File: src/rtl/cell_input_conditioner.sv
// rtl/cell_input_conditioner.sv - button synchroniser, debouncer and press arbiter for the nine grid cells
//
// Purpose:
//   Turns nine raw, bouncing push-buttons into at most one clean one-cycle
//   move strobe per physical press. Simultaneous presses, presses on an
//   occupied cell and presses after game over are turned into a reject pulse.
//   After any accepted or rejected press, all buttons must be released
//   before the next press is considered.
//
// Ports:
//   clk           in   system clock, rising edge
//   reset         in   asynchronous active-low reset
//   btn_raw[8:0]  in   raw buttons, bit0 = cell a .. bit8 = cell i, 1 = pressed
//   cell_occupied in   per-cell occupied flags from the core, same bit order
//   game_over     in   game finished flag from the core
//   move[8:0]     out  one-hot, one-cycle press strobe to the core
//   move_strobe   out  OR of move
//   reject        out  one-cycle pulse when a debounced press is discarded
//   busy          out  high while waiting for every button to be released

module cell_input_conditioner #(
   parameter int DEBOUNCE_CYCLES = 16,
   parameter int CNT_W           = 5
) (
   input  logic       clk,
   input  logic       reset,
   input  logic [8:0] btn_raw,
   input  logic [8:0] cell_occupied,
   input  logic       game_over,
   output logic [8:0] move,
   output logic       move_strobe,
   output logic       reject,
   output logic       busy
);

   typedef enum logic {IDLE, WAIT_REL} state_t;

   localparam logic [CNT_W-1:0] CNT_LAST = CNT_W'(DEBOUNCE_CYCLES - 1);

   logic [8:0]       sync1;
   logic [8:0]       sync2;
   logic [8:0]       stable;
   logic [8:0]       stable_q;
   logic [CNT_W-1:0] cnt [9];

   state_t     state;
   state_t     state_n;
   logic [8:0] move_n;
   logic       reject_n;
   logic [8:0] rise;
   logic       single_press;
   logic       blocked;

   // Two-flop synchroniser for the asynchronous buttons.
   always_ff @(posedge clk or negedge reset) begin
      if (!reset) begin
         sync1 <= '0;
         sync2 <= '0;
      end else begin
         sync1 <= btn_raw;
         sync2 <= sync1;
      end
   end

   // Per-bit debounce: the counter only runs while the synchronised input
   // disagrees with the debounced value, and stable flips on the
   // DEBOUNCE_CYCLES-th consecutive disagreeing edge. Any agreeing edge
   // restarts the count, so short glitches never reach stable.
   always_ff @(posedge clk or negedge reset) begin
      if (!reset) begin
         stable   <= '0;
         stable_q <= '0;
         for (int i = 0; i < 9; i++) begin
            cnt[i] <= '0;
         end
      end else begin
         stable_q <= stable;
         for (int i = 0; i < 9; i++) begin
            if (sync2[i] == stable[i]) begin
               cnt[i] <= '0;
            end else if (cnt[i] == CNT_LAST) begin
               stable[i] <= sync2[i];
               cnt[i]    <= '0;
            end else begin
               cnt[i] <= cnt[i] + 1'b1;
            end
         end
      end
   end

   // rise is valid for exactly the cycle after stable updates, so the
   // decision is registered one edge after the debounced press appears.
   assign rise = stable & ~stable_q;

   // A clean single press is one rising bit with no other button held.
   assign single_press = (rise != '0) && ((rise & (rise - 9'd1)) == '0) && (stable == rise);
   assign blocked      = game_over | (|(cell_occupied & rise));

   always_comb begin
      state_n  = state;
      move_n   = '0;
      reject_n = 1'b0;
      case (state)
         IDLE: begin
            if (rise != '0) begin
               state_n = WAIT_REL;
               if (single_press && !blocked) begin
                  move_n = rise;
               end else begin
                  reject_n = 1'b1;
               end
            end
         end
         WAIT_REL: begin
            if (stable == '0) begin
               state_n = IDLE;
            end
         end
         default: state_n = IDLE;
      endcase
   end

   always_ff @(posedge clk or negedge reset) begin
      if (!reset) begin
         state       <= IDLE;
         move        <= '0;
         move_strobe <= 1'b0;
         reject      <= 1'b0;
         busy        <= 1'b0;
      end else begin
         state       <= state_n;
         move        <= move_n;
         move_strobe <= |move_n;
         reject      <= reject_n;
         busy        <= (state_n == WAIT_REL);
      end
   end

endmodule
File: config.mk
export PLATFORM = sky130hd
export DESIGN_NAME = cell_input_conditioner
export DESIGN_NICKNAME = d
export VERILOG_FILES = /design/src/rtl/cell_input_conditioner.sv
export SDC_FILE = /design/constraint.sdc
export NUM_CORES = 1
export LEC_CHECK = 0
export ABC_AREA = 1
export CORE_MARGIN = 3
export CORE_UTILIZATION = 56
export CTS_CLUSTER_SIZE = 25
export DETAILED_ROUTE_END_ITERATION = 12
export PLACE_DENSITY = 0.82
export SLEW_MARGIN = 20
export SYNTH_ARGS = -nofsm -noshare
export SYNTH_HDL_FRONTEND = slang
export SYNTH_SLANG_ARGS = --single-unit
File: constraint.sdc
create_clock -name clk -period 2.45 [get_ports clk]
set_input_delay 0.49 -clock clk [delete_from_list [all_inputs] [get_ports clk]]
set_output_delay 0.49 -clock clk [all_outputs]
set_load 0.01 [all_outputs]
==> flow_metrics.py, run 1 <==
metrics = {
    "grt": {
        "global_route.usage.total_pct": 18.3,
        "vias_in_the_first_global_route": 2534,
        "largest_net_degree_at_the_start_of_global_routing": 54,
        "grt_antenna_before_repair": 0,
        "final_global_route_overflow_total": 0,
        "grt_pass1_wl_um": 11000,
    },
    "power": {
        "combinationalPowerShare_pct": 5.7,
        "seq_power_share_pct": 60.6,
        "portion_of_total_power_attributed_to_the_clock_network_pct": 33.7,
        "swShare_pct": 24.2,
        "ir_worst_vdd_v": 0.000322,
        "p_int_mw": 2.02,
        "power_density_mw_per_mm2": 602,
        "design_power_total_mw": 2.67,
        "p_leak_nw": 2.35,
        "switching_power_uw": 645,
    },
    "clock_tree": {
        "worst_setup_hold_path_clk_slew_ns": 0.09,
        "number_of_sinks_on_the_clock_net": 93,
        "cts_inserted_buffers": 9,
        "ctsResizeCount": 0,
        "number_of_h_tree_levels": 3,
        "cts_tree": "done",
        "clock_insertion_delay_worst_skew_ns": 0.36,
        "cts.hold.buffers_added": 0,
        "bufs_on_longest_clock_path": 2,
        "post_cts_buffers": 0,
        "cts_root_buffer": "sky130_fd_sc_hd__clkbuf_8",
    },
    "finish": {
        "fin_area_mm2": 0.00443,
        "number_of_inserted_diodes": 0,
        "final_layout_size_suffix_gt1_share_pct": 9.93,
        "fin_nets": 458,
        "n_fill_cell": 515,
        "most-common-layout-cells": "93 x sky130_fd_sc_hd__dfrtp_1, 67 x sky130_fd_sc_hd__nand2_1, 57 x sky130_fd_sc_hd__inv_1",
        "mostFrequentLayoutCell": "sky130_fd_sc_hd__dfrtp_1",
        "area_overhead_vs_synth_pct": 15.6,
    },
    "setup_path": {
        "timing.critical_path.slowest_cell_delay_ns": 0.55,
        "crit_path_end_kind": "primary output",
        "crit_slowest_cell": "sky130_fd_sc_hd__clkdlybuf4s50_1",
        "worstSetupPathType": "register to primary output",
        "timing.critical_path.cells": "clkdlybuf4s50_1",
        "cp_top_family": "buffers and inverters",
        "reg2reg_depth": 10,
        "total_buffers_and_inverters_traversed_by_the_critical_path": 1,
        "reg2reg_to": "move_strobe",
        "critical_path_arrival_ns": 1.31,
        "reg2reg_start": "stable[7]",
        "r2r_setup_slack_ns": 0.71,
        "worstSetupStartpointType": "register",
        "cp_max_fo": 3,
        "worstPathRequired_ns": 1.96,
    },
    "timing": {
        "maxClockFrequency_mhz": 555,
        "tns_ns": 0,
        "final-max-slew-violation-count": 0,
        "grt_setup_unrepaired": "false",
        "clock-skew-final_ns": 0.0106,
        "maxSlewHeadroom_pct": 65.9,
        "worst_pin_slew_ns": 0.512,
        "post-route-min-period_ns": 1.80,
        "timing_hold_violations_final": 0,
        "final.period_utilization_pct": 73.5,
        "report.final.setup_viol": 0,
    },
    "placement": {
        "port-buffer-count": 32,
        "gp_congestion": 0.846,
        "place_hpwl_um": 4800,
        "postPlaceCellArea_mm2": 0.00426,
    },
    "routing": {
        "drc_errors": 0,
        "route.final.wire_length_um": 6390,
        "dr.pass1.iters": 4,
        "avgRoutedWirePerCell_um": 12.5,
        "drtIter0Drc": 154,
        "postRouteAntennaNets": 0,
        "via_count": 2573,
        "vias_per_cell": 5.05,
    },
    "logic_synthesis": {
        "syn-instance-count": 385,
        "synth-seq-cells": 93,
        "synthesis.nets": 415,
        "synth_top_area_share_pct": 60.7,
        "syn_std_cell_area_mm2": 0.00384,
        "synth.avg_cell_area_um2": 9.96,
        "sequential_fraction_of_the_synthesis_area_pct": 60.7,
        "synthTopCellsByArea": "sky130_fd_sc_hd__dfrtp_1 61%, sky130_fd_sc_hd__nand2_1 6.6%, sky130_fd_sc_hd__inv_1 5.6%, sky130_fd_sc_hd__nor2_1 5.0%, sky130_fd_sc_hd__nand3_1 3.0%",
        "yosys.area.top_type": "sky130_fd_sc_hd__dfrtp_1",
        "ys_warn_count": 0,
        "synthDistinctLibCells": 23,
    },
    "floorplan": {
        "core_region_area_mm2": 0.00649,
        "io_count": 33,
        "floorplan.die_area_mm2": 0.00788,
        "initial_core_util_pct": 59.1,
        "die_h_um": 88.8,
        "num_rows": 29,
        "fp.dieW_um": 88.8,
    },
    "hold_path": {
        "timing.hold.worst.class": "primary input to async pin",
    },
    "flow_run": {
        "drv.max_cap_violation_count": 0,
    },
    "status": {
        "run_status": "complete, no violations",
    },
}
kinds of logic (layout without fill, tap and decap cells):
group / count (synthesis) / count (layout) / synth area share [%]
adder cells (fa/ha/maj): 9 / 9 / 2.94
buffers and inverters: 58 / 106 / 5.87
multiplexers: 8 / 8 / 2.35
AND/OR/NAND/NOR: 181 / 181 / 21.7
flip-flops: 93 / 93 / 60.7
XOR/XNOR: 18 / 18 / 4.11
AO/OA/AOI/OAI: 18 / 18 / 2.35
Yosys cell counts, drive strengths merged:
cell type and count:
dfrtp 93, and3 8, inv 57, o21ai 9, mux2 8, or2 1, buf 1, a21oi 9
ha 9, xnor2 9, nand2 77, xor2 9, nor3 11, nand3 25, nor4 2, nand3b 1
nor2 56
metrics by stage:
step	instances	setup slack, ns	hold WS, ns	util [%]
global placement	494	0.509	0.334	65.6
finish	510	0.649	0.100	68.3
global route	510	0.600	0.133	68.3
CTS	510	0.641	0.104	68.3
detailed placement	494	0.473	0.338	65.6
floorplan	385	0.971	0.194	-
final cells by class:
cell class | instances | area (µm²) | area share [%]
Sequential cell | 93 | 2330 | 52.5
Clock inverter | 7 | 51.3 | 1.16
Timing Repair Buffer | 33 | 338 | 7.62
Tap cell | 77 | 96.3 | 2.17
Multi-Input combinational cell | 234 | 1280 | 29.0
Clock buffer | 9 | 124 | 2.79
Inverter | 57 | 214 | 4.83
worst max-delay path by stage:
stage	startpoint	to	slack, ns	cells after the start
final	state	busy	0.65	1
after global routing	stable[5]	move_strobe	0.60	10
after CTS	state	busy	0.64	1
after detailed placement	game_over	move_strobe	0.47	12
after global placement	game_over	move_strobe	0.51	12
after floorplan	stable[3]	move_strobe	0.97	11
sequential cells by signal, summed over array words and instances (netlist names):
name and flops:
move 9, state 1, reject 1, stable 9, move_strobe 1, stable_q 9
sync2 9, sync1 9, cnt 45
power by group through the flow:
stage / clock network [mW] / registers, mW / logic, mW
6_report: 0.898 / 1.62 / 0.153
5_1_grt: 0.999 / 1.62 / 0.180
4_1_cts: 0.934 / 1.62 / 0.158
3_5_place_dp: 0 / 1.65 / 0.157
3_3_place_gp: 0 / 1.64 / 0.147
2_1_floorplan: 0 / 1.64 / 0.0711
metal layers:
metal,wire (µm),GRT usage [%]
met5,0,0
met4,113,8.24
met3,250,3.54
met2,3190,30.4
met1,2840,23.4
Power figures use the tool's default switching activity.
==> inputs of run 2 (changes only) <==
--- a/config.mk
+++ b/config.mk
@@ -7,10 +7,10 @@
 export LEC_CHECK = 0
 export ABC_AREA = 1
 export CORE_MARGIN = 3
-export CORE_UTILIZATION = 56
+export CORE_UTILIZATION = 51
 export CTS_CLUSTER_SIZE = 25
 export DETAILED_ROUTE_END_ITERATION = 12
-export PLACE_DENSITY = 0.82
+export PLACE_DENSITY = 0.79
 export SLEW_MARGIN = 20
 export SYNTH_ARGS = -nofsm -noshare
 export SYNTH_HDL_FRONTEND = slang
==> constraint.sdc (replaced) <==
create_clock -name clk -period 1.57 [get_ports clk]
set_input_delay 0.314 -clock clk [delete_from_list [all_inputs] [get_ports clk]]
set_output_delay 0.314 -clock clk [all_outputs]
set_load 0.01 [all_outputs]
==> run 2 against run 1 <==
The flow now finishes with violations (setup timing). Clock skew is essentially flat. Total power grew 57%. Final cell count grew 8.8%. Clock-buffer cell count grew 4. Worst hold slack gained 0.23 ns. Core utilization shrank 1.2 points. Wire length grew 3.3%. Critical path depth grew 10. Sequential power grew 56%. Global-route usage shrank 1.8 points. Combinational power grew 60%. Critical path type is now register to register. Largest cell class unchanged.
==> flow_metrics.py, run 2 (synthesis gave the netlist of run 1 again) <==
metrics = {
    "routing": {
        "vias_per_cell": 4.85,
        "route.final.wire_length_um": 6600,
        "postRouteAntennaNets": 0,
        "via_count": 2694,
        "drtIter0Drc": 99,
        "dr.pass1.iters": 4,
        "drc_errors": 0,
        "avgRoutedWirePerCell_um": 11.9,
    },
    "floorplan": {
        "core_region_area_mm2": 0.00706,
        "io_count": 33,
        "fp.dieW_um": 92.7,
        "initial_core_util_pct": 54.4,
        "num_rows": 30,
        "die_h_um": 92.7,
        "floorplan.die_area_mm2": 0.00860,
    },
    "flow_run": {
        "drv.max_cap_violation_count": 0,
    },
    "clock_tree": {
        "worst_setup_hold_path_clk_slew_ns": 0.08,
        "bufs_on_longest_clock_path": 2,
        "clock_insertion_delay_worst_skew_ns": 0.35,
        "cts_root_buffer": "sky130_fd_sc_hd__clkbuf_8",
        "cts_inserted_buffers": 9,
        "cts_tree": "done",
        "number_of_sinks_on_the_clock_net": 93,
        "number_of_h_tree_levels": 3,
    },
    "timing": {
        "tns_ns": -0.469,
        "report.final.setup_viol": 6,
        "final-max-slew-violation-count": 0,
        "hold_slack_ns": 0.326,
        "maxSlewHeadroom_pct": 71.7,
        "timing_hold_violations_final": 0,
        "layout_setup_ws_ns": -0.145,
        "maxClockFrequency_mhz": 583,
        "clock-skew-final_ns": 0.0101,
        "post-route-min-period_ns": 1.71,
        "worst_pin_slew_ns": 0.421,
        "final.period_utilization_pct": 109,
        "grt_setup_unrepaired": "true",
    },
    "power": {
        "p_leak_nw": 2.60,
        "design_power_total_mw": 4.20,
        "power_density_mw_per_mm2": 888,
        "ir_worst_vdd_v": 0.000425,
    },
    "grt": {
        "final_global_route_overflow_total": 0,
        "vias_in_the_first_global_route": 2672,
        "grt_antenna_before_repair": 0,
        "largest_net_degree_at_the_start_of_global_routing": 47,
        "global_route.usage.total_pct": 16.5,
        "grt_pass1_wl_um": 11200,
    },
    "finish": {
        "final_layout_size_suffix_gt1_share_pct": 17.4,
        "number_of_inserted_diodes": 0,
        "fin_area_mm2": 0.00473,
        "area_overhead_vs_synth_pct": 23.3,
        "fin_nets": 484,
        "utilization_of_the_core_after_routing_pct": 67.0,
        "regMostFlops": "cnt",
        "largest_register_ffs": 45,
        "mostFrequentLayoutCell": "sky130_fd_sc_hd__dfrtp_1",
        "most-common-layout-cells": "91 x sky130_fd_sc_hd__dfrtp_1, 64 x sky130_fd_sc_hd__nand2_1, 53 x sky130_fd_sc_hd__inv_1",
    },
    "placement": {
        "gp_congestion": 0.882,
        "port-buffer-count": 32,
        "place_hpwl_um": 4630,
        "postPlaceCellArea_mm2": 0.00440,
    },
    "status": {
        "failed_checks": "setup timing",
        "run_status": "complete, but fails checks",
    },
    "setup_path": {
        "worstSetupPathType": "register to register",
        "reg2reg_depth": 11,
        "reg2reg_start": "stable[2]",
        "reg2reg_to": "move_strobe",
        "r2r_setup_slack_ns": -0.14,
        "crit_slowest_cell": "sky130_fd_sc_hd__dfrtp_1",
        "worstPathRequired_ns": 1.86,
        "timing.critical_path.slowest_cell_delay_ns": 0.44,
        "timing.critical_path.cells": "nand2_1, nand2_1, nor2_1, nand2_1, nor2_1, nand3_2, nor2_4, nand2_4, nor2_4, nor2_1, nand3_1",
        "cp_top_family": "simple AND/OR/NAND/NOR gates",
        "critical_path_arrival_ns": 2.00,
        "worstSetupStartpointType": "register",
        "cp_max_fo": 7,
        "total_buffers_and_inverters_traversed_by_the_critical_path": 0,
        "crit_path_end_kind": "register",
    },
    "hold_path": {
        "timing.hold.worst.class": "primary input to async pin",
    },
}
-- run 2: cell count changes in the layout (fill, tap and decap cells not counted), sizes merged --
cell           before  now
buf                 2   27
clkdlybuf4s50      31   24
dlymetal6s2s        0    6
clkbuf              9   13
dlygate4sd2         0    1
inv                58   57
clkinv              4    1
dlygate4sd3         0    1
-- run 2: routing by layer --
metal,vias up,GRT usage (%),part of all wire [%]
met1,1286,19.9,43
met4,0,9.65,3.3
li1,1341,-,-
met2,51,27.6,50
met5,-,0,0
met3,16,3.09,3.3
-- run 2: area by class of cell --
class / count / area [µm²]
flip-flops and latches: 93 / 2330
fillers: 555 / 2330
multi-input cells: 234 / 1320
repair buffers: 59 / 569
inverters: 57 / 214
clock buffers: 13 / 159
well taps: 96 / 120
clock inverters: 3 / 20.0
-- run 2: worst max path at each step --
stage | start | endpoint | slack, ns | depth (start not counted)
after floorplan | stable[3] | move_strobe | 0.09 | 11
after global placement | game_over | move_strobe | -0.20 | 12
after detailed placement | game_over | move_strobe | -0.22 | 12
after CTS | stable[1] | move_strobe | -0.04 | 11
after global routing | stable[4] | move_strobe | -0.24 | 11
final | stable[2] | move_strobe | -0.14 | 11
-- run 2: through the flow --
step	worst slack, ns	instances
2_1_floorplan	0.0906	385
3_3_place_gp	-0.204	527
3_5_place_dp	-0.222	527
4_1_cts	-0.0387	550
5_1_grt	-0.238	555
6_report	-0.145	555
-- run 2: what timing repair did --
| action | in CTS | in global routing |
|---|---|---|
| endpoints found under the setup margin | 3 | 17 |
| gates resized for setup | 3 | 21 |
| setup buffers | 6 | 5 |
| hold buffers | 1 | 0 |
| endpoints found under the hold margin | 8 | 0 |
| pin swaps | 4 | 9 |
-- run 2: power breakdown --
| group | switching (mW) | leakage, nW | total, mW | internal [mW] |
|---|---|---|---|---|
| registers | 0.0518 | 1.23 | 2.52 | 2.47 |
| logic | 0.129 | 1.28 | 0.245 | 0.116 |
| clock network | 0.769 | 0.0857 | 1.43 | 0.661 |
